## config.mk

```make
export PLATFORM = sky130hd
export DESIGN_NAME = dcache_2way
export DESIGN_NICKNAME = d
export VERILOG_FILES = /design/src/rtl/dcache_2way.sv
export SDC_FILE = /design/constraint.sdc
export NUM_CORES = 1
export LEC_CHECK = 0
export CORE_ASPECT_RATIO = 0.5
export CORE_MARGIN = 2
export CORE_UTILIZATION = 51
export DETAILED_ROUTE_END_ITERATION = 10
export PLACE_DENSITY_LB_ADDON = 0.15
export SYNTH_ARGS = -nofsm -noshare
export SYNTH_HDL_FRONTEND = slang
export SYNTH_SLANG_ARGS = --single-unit
```

## constraint.sdc

```tcl
create_clock -name CLK -period 3.95 [get_ports CLK]
set_input_delay 0.5925 -clock CLK [delete_from_list [all_inputs] [get_ports CLK]]
set_output_delay 0.5925 -clock CLK [all_outputs]
set_load 0.005 [all_outputs]
```

## src/rtl/dcache_2way.sv

```systemverilog
// Two-way set-associative write-back, write-allocate data cache.
// Per-set LRU, hit/miss FSM and access/miss performance counters.
module dcache_2way #(
  parameter int ADDR_W  = 8,
  parameter int INDEX_W = 2,
  parameter int CNT_W   = 16
) (
  input  logic              CLK,
  input  logic              reset,
  input  logic              read,
  input  logic              write,
  input  logic [ADDR_W-1:0] address,
  input  logic [7:0]        writedata,
  output logic [7:0]        readdata,
  output logic              busywait,
  output logic              mem_read,
  output logic              mem_write,
  output logic [ADDR_W-3:0] mem_address,
  output logic [31:0]       mem_writedata,
  input  logic [31:0]       mem_readdata,
  input  logic              mem_busywait,
  output logic [CNT_W-1:0]  access_count,
  output logic [CNT_W-1:0]  miss_count
);

  localparam int SETS  = 2**INDEX_W;
  localparam int TAG_W = ADDR_W - INDEX_W - 2;

  typedef enum logic [1:0] {
    IDLE,
    WRITEBACK,
    FETCH,
    REFILL
  } state_t;

  state_t state_q, state_d;

  logic [31:0]      data_q  [2][SETS];
  logic [31:0]      data_d  [2][SETS];
  logic [TAG_W-1:0] tag_q   [2][SETS];
  logic [TAG_W-1:0] tag_d   [2][SETS];
  logic [SETS-1:0]  valid_q [2];
  logic [SETS-1:0]  valid_d [2];
  logic [SETS-1:0]  dirty_q [2];
  logic [SETS-1:0]  dirty_d [2];
  logic [SETS-1:0]  lru_q, lru_d;

  logic             victim_q, victim_d;
  logic [31:0]      fill_q, fill_d;
  logic [7:0]       rd_q, rd_d;
  logic [CNT_W-1:0] acc_q, acc_d;
  logic [CNT_W-1:0] miss_q, miss_d;

  logic [INDEX_W-1:0] idx;
  logic [TAG_W-1:0]   tag;
  logic [1:0]         off;
  logic               access;
  logic               hit0, hit1, hit;
  logic               hit_way;
  logic [31:0]        hit_blk;
  logic [7:0]         hit_byte;
  logic               vic;

  assign idx    = address[INDEX_W+1:2];
  assign tag    = address[ADDR_W-1:INDEX_W+2];
  assign off    = address[1:0];
  assign access = read | write;

  assign hit0    = valid_q[0][idx] && (tag_q[0][idx] == tag);
  assign hit1    = valid_q[1][idx] && (tag_q[1][idx] == tag);
  assign hit     = hit0 | hit1;
  assign hit_way = hit1;
  assign hit_blk = hit1 ? data_q[1][idx] : data_q[0][idx];
  assign hit_byte = hit_blk[{off, 3'b000} +: 8];

  // Fill an empty way before evicting; way0 wins ties.
  assign vic = !valid_q[0][idx] ? 1'b0 :
               !valid_q[1][idx] ? 1'b1 : lru_q[idx];

  assign busywait = access && !(state_q == IDLE && hit);
  assign readdata = (read && !write && hit) ? hit_byte : rd_q;

  assign access_count = acc_q;
  assign miss_count   = miss_q;

  always_comb begin
    mem_read      = 1'b0;
    mem_write     = 1'b0;
    mem_address   = '0;
    mem_writedata = '0;
    unique case (state_q)
      WRITEBACK: begin
        mem_write     = 1'b1;
        mem_address   = {tag_q[victim_q][idx], idx};
        mem_writedata = data_q[victim_q][idx];
      end
      FETCH: begin
        mem_read    = 1'b1;
        mem_address = {tag, idx};
      end
      default: ;
    endcase
  end

  always_comb begin
    state_d  = state_q;
    data_d   = data_q;
    tag_d    = tag_q;
    valid_d  = valid_q;
    dirty_d  = dirty_q;
    lru_d    = lru_q;
    victim_d = victim_q;
    fill_d   = fill_q;
    rd_d     = readdata;
    acc_d    = acc_q;
    miss_d   = miss_q;
    if (reset) begin
      state_d  = IDLE;
      for (int w = 0; w < 2; w++) begin
        valid_d[w] = '0;
        dirty_d[w] = '0;
      end
      lru_d    = '0;
      victim_d = 1'b0;
      fill_d   = '0;
      rd_d     = '0;
      acc_d    = '0;
      miss_d   = '0;
    end else begin
      unique case (state_q)
        IDLE: begin
          if (access && hit) begin
            lru_d[idx] = ~hit_way;
            acc_d      = acc_q + CNT_W'(1);
            if (write) begin
              data_d[hit_way][idx][{off, 3'b000} +: 8] = writedata;
              dirty_d[hit_way][idx] = 1'b1;
            end
          end else if (access) begin
            victim_d = vic;
            miss_d   = miss_q + CNT_W'(1);
            state_d  = dirty_q[vic][idx] ? WRITEBACK : FETCH;
          end
        end
        WRITEBACK: begin
          if (!mem_busywait) state_d = FETCH;
        end
        FETCH: begin
          if (!mem_busywait) begin
            fill_d  = mem_readdata;
            state_d = REFILL;
          end
        end
        REFILL: begin
          data_d[victim_q][idx]  = fill_q;
          tag_d[victim_q][idx]   = tag;
          valid_d[victim_q][idx] = 1'b1;
          dirty_d[victim_q][idx] = 1'b0;
          state_d = IDLE;
        end
        default: state_d = IDLE;
      endcase
    end
  end

  always_ff @(posedge CLK) begin
    state_q  <= state_d;
    data_q   <= data_d;
    tag_q    <= tag_d;
    valid_q  <= valid_d;
    dirty_q  <= dirty_d;
    lru_q    <= lru_d;
    victim_q <= victim_d;
    fill_q   <= fill_d;
    rd_q     <= rd_d;
    acc_q    <= acc_d;
    miss_q   <= miss_d;
  end

endmodule

```

# After elaboration in Yosys (flattened, before gate mapping)
# Cells that the tools add are included.
dict set report totals {
  regBits 383
  latchBits 0
  mem_bits_rw 0
  rom_bits 0
  inputBits 53
  out_inout_bits 81
  wordCells 166
  memories 0
}
dict set report op_classes {
  n_addsub 3
  multipliers 0
  n_div 0
  order_cmp 9
  n_eq_ne 11
  n_shift 3
  muxes 77
  bitwise 14
  reduce_logical 22
}
# op count
set op_table {}
lappend op_table {{$mux W128} 5}
lappend op_table {{$bwmux W256} 2}
lappend op_table {{$mux W256} 2}
lappend op_table {{$pmux W256 S2} 1}
lappend op_table {{$mux W32} 10}
lappend op_table {{$demux W128 S1} 2}
lappend op_table {{$bmux W32 S2} 3}
lappend op_table {{$demux W32 S2} 2}
lappend op_table {{$mux W16} 4}
lappend op_table {{$mux W4} 12}
lappend op_table {{$add A16 B1 Y16 const B} 2}
lappend op_table {{$bwmux W32} 1}
lappend op_table {{$shift A8 B7 Y32 const A} 1}
lappend op_table {{$shiftx A32 B6 Y8} 1}
lappend op_table {{$shiftx A8 B7 Y32} 1}
lappend op_table {{$bmux W4 S2} 3}
lappend op_table {{$mux W8} 3}
lappend op_table {{$demux W16 S1} 1}
lappend op_table {{$or A8 B8 Y8} 2}
lappend op_table {{$pmux W8 S2} 1}
lappend op_table {{$pmux W6 S2} 1}
lappend op_table {{$logic_and A1 B1 Y1} 11}
lappend op_table {{$mux W2} 5}
lappend op_table {{$ne A2 B2 Y1 const B} 5}
lappend op_table {{other kinds (30)} 58}

# Logic depth before layout (Yosys ltp)
dict set report depth {
  depth_word 15
  depth_mapped 13
  mapped_depth_nobuf 7
}

# Worst setup path before layout
# No wires, ideal clock.
dict set report synth_timing {
  path_type {input -> output}
  from {input address[3]}
  to {output readdata[2]}
  t_arrival_ns 2.862
  required_time_ns 3.357
  path_slack_ns 0.495
  stages 11
  n_path_buf 4
  path_cell_list {buf_6 buf_12 mux4_2 xnor2_1 and3_1 buf_2 nand4_4 buf_6 mux2i_1 mux4_2 a21oi_1}
}
dict set report synth_via {
  elab_chain_len 9
  elab_cells_between_ends 26
  classes_between {2 x eq/ne; 1 x shift; 18 x mux; 2 x bitwise; 3 x reduce/logical}
}
# item line
set synth_rtl {}
lappend synth_rtl {{start, declared} 12} ;# input logic [ADDR_W-1:0] address,
lappend synth_rtl {{$not A2 Y3 (not written as such)} {69, 70, 73}}
lappend synth_rtl {{$bmux W4 S2 (on tied branches)} {70, 69}}
lappend synth_rtl {{$mux W4 (on tied branches) (2 in series)} {70, 69}}
lappend synth_rtl {{$eq A4 B4 Y1 (on tied branches)} {70, 69}}
lappend synth_rtl {{$logic_and A1 B1 Y1 (on tied branches)} {70, 69}}
lappend synth_rtl {{$mux W32 / $or A1 B1 Y1 (equally long branches)} {73, 71}}
lappend synth_rtl {{$shiftx A32 B6 Y8 / $logic_and A1 B1 Y1 (equally long branches)} {74, 81}}
lappend synth_rtl {{$mux W8 *} 81} ;# assign readdata = (read && !write && hit) ? hit_byte : rd_q;
lappend synth_rtl {{end, declared} 14} ;# output logic [7:0] readdata,
# Every way passes the cells marked *; elsewhere a longest branch is shown, timed or not. The select of a mux whose other input is x is not followed.

# Worst setup path after layout
dict set report layout_timing {
  from {register tag_q[1] (netlist bit)}
  to {output readdata[6]}
}
dict set report layout_via {
  elab_chain_len 8
  elab_cells_between_ends 10
  classes_between {1 x eq/ne; 1 x shift; 5 x mux; 1 x bitwise; 2 x reduce/logical}
}
# item line
set layout_rtl {}
lappend layout_rtl {{start, declared} 40} ;# logic [TAG_W-1:0] tag_q [2][SETS];
lappend layout_rtl {{start signal, assigned} 169} ;# tag_q <= tag_d;
lappend layout_rtl {{$bmux W4 S2 *} 70} ;# assign hit1 = valid_q[1][idx] && (tag_q[1][idx] == tag);
lappend layout_rtl {{$mux W4 (not written as such) * (2 in series)} 70}
lappend layout_rtl {{$eq A4 B4 Y1 *} 70}
lappend layout_rtl {{$logic_and A1 B1 Y1 *} 70}
lappend layout_rtl {{$mux W32 / $or A1 B1 Y1 (equally long branches)} {73, 71}}
lappend layout_rtl {{$shiftx A32 B6 Y8 / $logic_and A1 B1 Y1 (equally long branches)} {74, 81}}
lappend layout_rtl {{$mux W8 *} 81}
# Marks and branches as above.

==> impl_results.md <==
- Outcome: finished clean
- Post-synth top area cell: edfxtp_1
- Worst skew pair latency: 0.55 ns
- Max VDD drop: 0.000285 V
- Simple-gate share of the synthesized area: 11.7%
- Synth Area in Compound Gates: 16.3%
- RSZ-0062 raised after global routing: yes
- Syn-to-layout area delta: 21.3%
- Critical Path Source Type: register
- Residual DRC: 0
- Final hold vios: 0
- Final setup violation count: 0
- Num CTS Buffers: 37
- Asr flop ratio synth: 0%
- Multiplexer area fraction after synthesis: 12.3%
- Register area share after synthesis: 54.4%
- Syn Nets: 1714
- Layout Cells excl Fill: 2378
- Core area: 0.0374 sq mm
- Yosys top cell area share: 44.6%
- GRT Total Usage: 34.1%
- WS Path Type: reg -> out
- IO buf count: 133
- Worst slew pin tran: 1.03 ns
- Share of layout cells above drive strength 1: 19.4%
- Initial antenna violation count: 2
- Final layout net count: 1920
- Grt ovf: 0
- WP data arrival: 3.33 ns
- Fmax: 255 MHz
- Height of the chip: 142 um
- Mean Syn Cell Area: 11.8 sq um
- Vias in the first global route: 15720
- Starting Density: 51.8%
- H-tree Lvls: 2
- Die width: 280 um
- TNS Setup: 0 ns
- WL per Instance: 28.7 um
- Ys Warns: 0
- Post-DP HPWL: 46.8 mm
- Top-count cell post-synth: edfxtp_1
- Placed Area: 0.0220 sq mm
- Gate Count Post-Synth: 1649
- Worst clock skew: 0.0314 ns
- Power Density: 415 mW/mm^2
- WP data required: 3.36 ns
- Rel. slew slack: 31.5%
- Post-Synth Adder-Cell Area: 0.775%
- Core Util, Final: 62.8%
- Fillers: 2971
- Hold Crit Class: reg -> reg
- DIE AREA: 0.0397 sq mm
- Rows: 50
- First-pass GRT wire length: 99.6 mm
- Clk slew on worst S/H paths: 0.07 ns
- Synth Register Bits: 383
- Final Max Tran Viols: 0
- Post-synthesis xor/xnor area fraction: 0.897%
- Post-synthesis cell type count: 68
- Clk sinks: 383
- Initial DRT Pass Iterations: 8
- CP max FO: 5
- Post-Syn Area: 0.0194 sq mm
- Final worst setup slack: 0.0257 ns
- Total wire length: 68.2 mm
- Vias per cell: 6.82
- I/O pins: 134
- Design Area, Final: 0.0235 sq mm
- Number of synthesized flops with an enable pin: 288
- RD Place Congestion: 0.947
- Placement Setup Slack: -0.191 ns
- Top area cells in the synthesized netlist: edfxtp_1, dfxtp_1, mux4_2, o22ai_1, nand2_1
- Largest family of logic cells by synthesized area: compound AO/OA/AOI/OAI gates
- Clock root buffer master: clkbuf_16
- CTS tree: built
- Antenna Nets Post-Route: 0
- Setup crit end kind: primary output
- Total number of vias: 16218
- Area of the multi-input gates: 0.00824 sq mm
- Placed cells: 2300
- Initial DRC count: 2382
- Tmin final: 3.92 ns
- Ys flop type: edfxtp_1
- Final period util: 99.3%
- Maximum Capacitance Violations: 0
- Top post-synthesis cells by count: edfxtp_1, o22ai_1, nand2_1
- Pleak: 8.10 nW
- FF+latch area: 0.0106 sq mm
- Largest net degree at the start of global routing: 58
- Clock Path Buffers: 3
-- layer usage --
metal	global-route usage (%)	share of wire [%]	wire length, um
met4	10.6	3.1	2130
met1	47.2	38	26100
met3	13.0	16	11000
met5	0	0.018	12
met2	49.8	42	29000
-- area by class of cell --
cell class	instances	area share, %
timing repair buffer	307	11.7
multi-input combinational	1104	35.0
clock inverter	17	0.830
tap	494	2.63
inverter	22	0.351
sequential	383	44.9
clock buffer	50	4.59
antenna	1	0.0106
-- cell families after synthesis --
group / count (synthesis)
adder cells (fa/ha/maj): 12
AO/OA/AOI/OAI: 465
buffers and inverters: 162
XOR/XNOR: 19
AND/OR/NAND/NOR: 462
multiplexers: 146
flip-flops: 383
-- worst max-delay path, stage by stage, from the launching register on --
cell and delay (ns):
edfxtp_1 0.37, mux4_2 0.52, xnor2_2 0.14, buf_4 0.15, and3_4 0.20, nand4_4 0.14
buf_12 0.19, buf_8 0.12, mux2i_2 0.14, mux4_2 0.54, a21oi_2 0.14, buf_2 0.12
-- where the power goes --
group          switching [W]  total (W)  internal (W)
Sequential         0.0000914    0.00444       0.00435
Combinational       0.000924    0.00151      0.000589
Clock                0.00161    0.00380       0.00219
-- per-stage QoR --
step / total power, W / hold slack, ns
floorplan: 0.00529 / 0.421
global placement: 0.00596 / 0.428
detailed placement: 0.00599 / 0.449
CTS: 0.00972 / 0.461
global route: 0.0100 / 0.474
finish: 0.00976 / 0.464
-- path summary, 6_finish.rpt --
check | from | end | slack (ns) | cells past startpoint
hold reg to reg | valid_q[1] | valid_q[1] | 0.46 | 1
hold / removal | valid_q[1] | valid_q[1] | 0.46 | 1
setup / recovery | tag_q[1] | readdata[6] | 0.03 | 11
setup reg to reg | tag_q[1] | data_q[63] | 0.52 | 13
-- cells in the final DEF (no fill, tap or decap), types with 7 or more instances in the layout --
cell type	instances
a21oi_1	63
a22o_1	65
a311oi_1	8
a31oi_1	14
a41oi_1	11
and2_1	12
and3_1	14
buf_12	7
buf_4	167
clkbuf_16	41
clkdlybuf4s50_1	123
dfxtp_1	94
edfxtp_1	288
ha_1	11
inv_1	21
mux2_2	7
mux2i_1	62
mux4_2	73
nand2_1	176
nand3_1	27
nand3_2	12
nand4_1	10
nor2_1	99
nor2b_1	52
nor4_1	17
o21a_1	30
o21ai_0	19
o22ai_1	192
o31ai_1	11
or3_1	7
or4_1	8
xnor2_1	12
-- state kept, by name, summed over array words and instances (netlist names) --
signal / cells
dirty_q: 8
victim_q: 1
valid_q: 8
lru_q: 4
fill_q: 32
state_q: 2
tag_q: 32
data_q: 256
access_count: 16
miss_count: 16
rd_q: 8
-- repair_timing --
| item | CTS | global route |
|---|---|---|
| setup endpoints to repair | 8 | 7 |
| hold buffers | 0 | 0 |
| setup buffers | 5 | 5 |
| gates resized for setup | 24 | 18 |
| cloned | 1 | 0 |
| pin swaps | 6 | 8 |
Note: power is estimated with default switching activity, not from simulation.
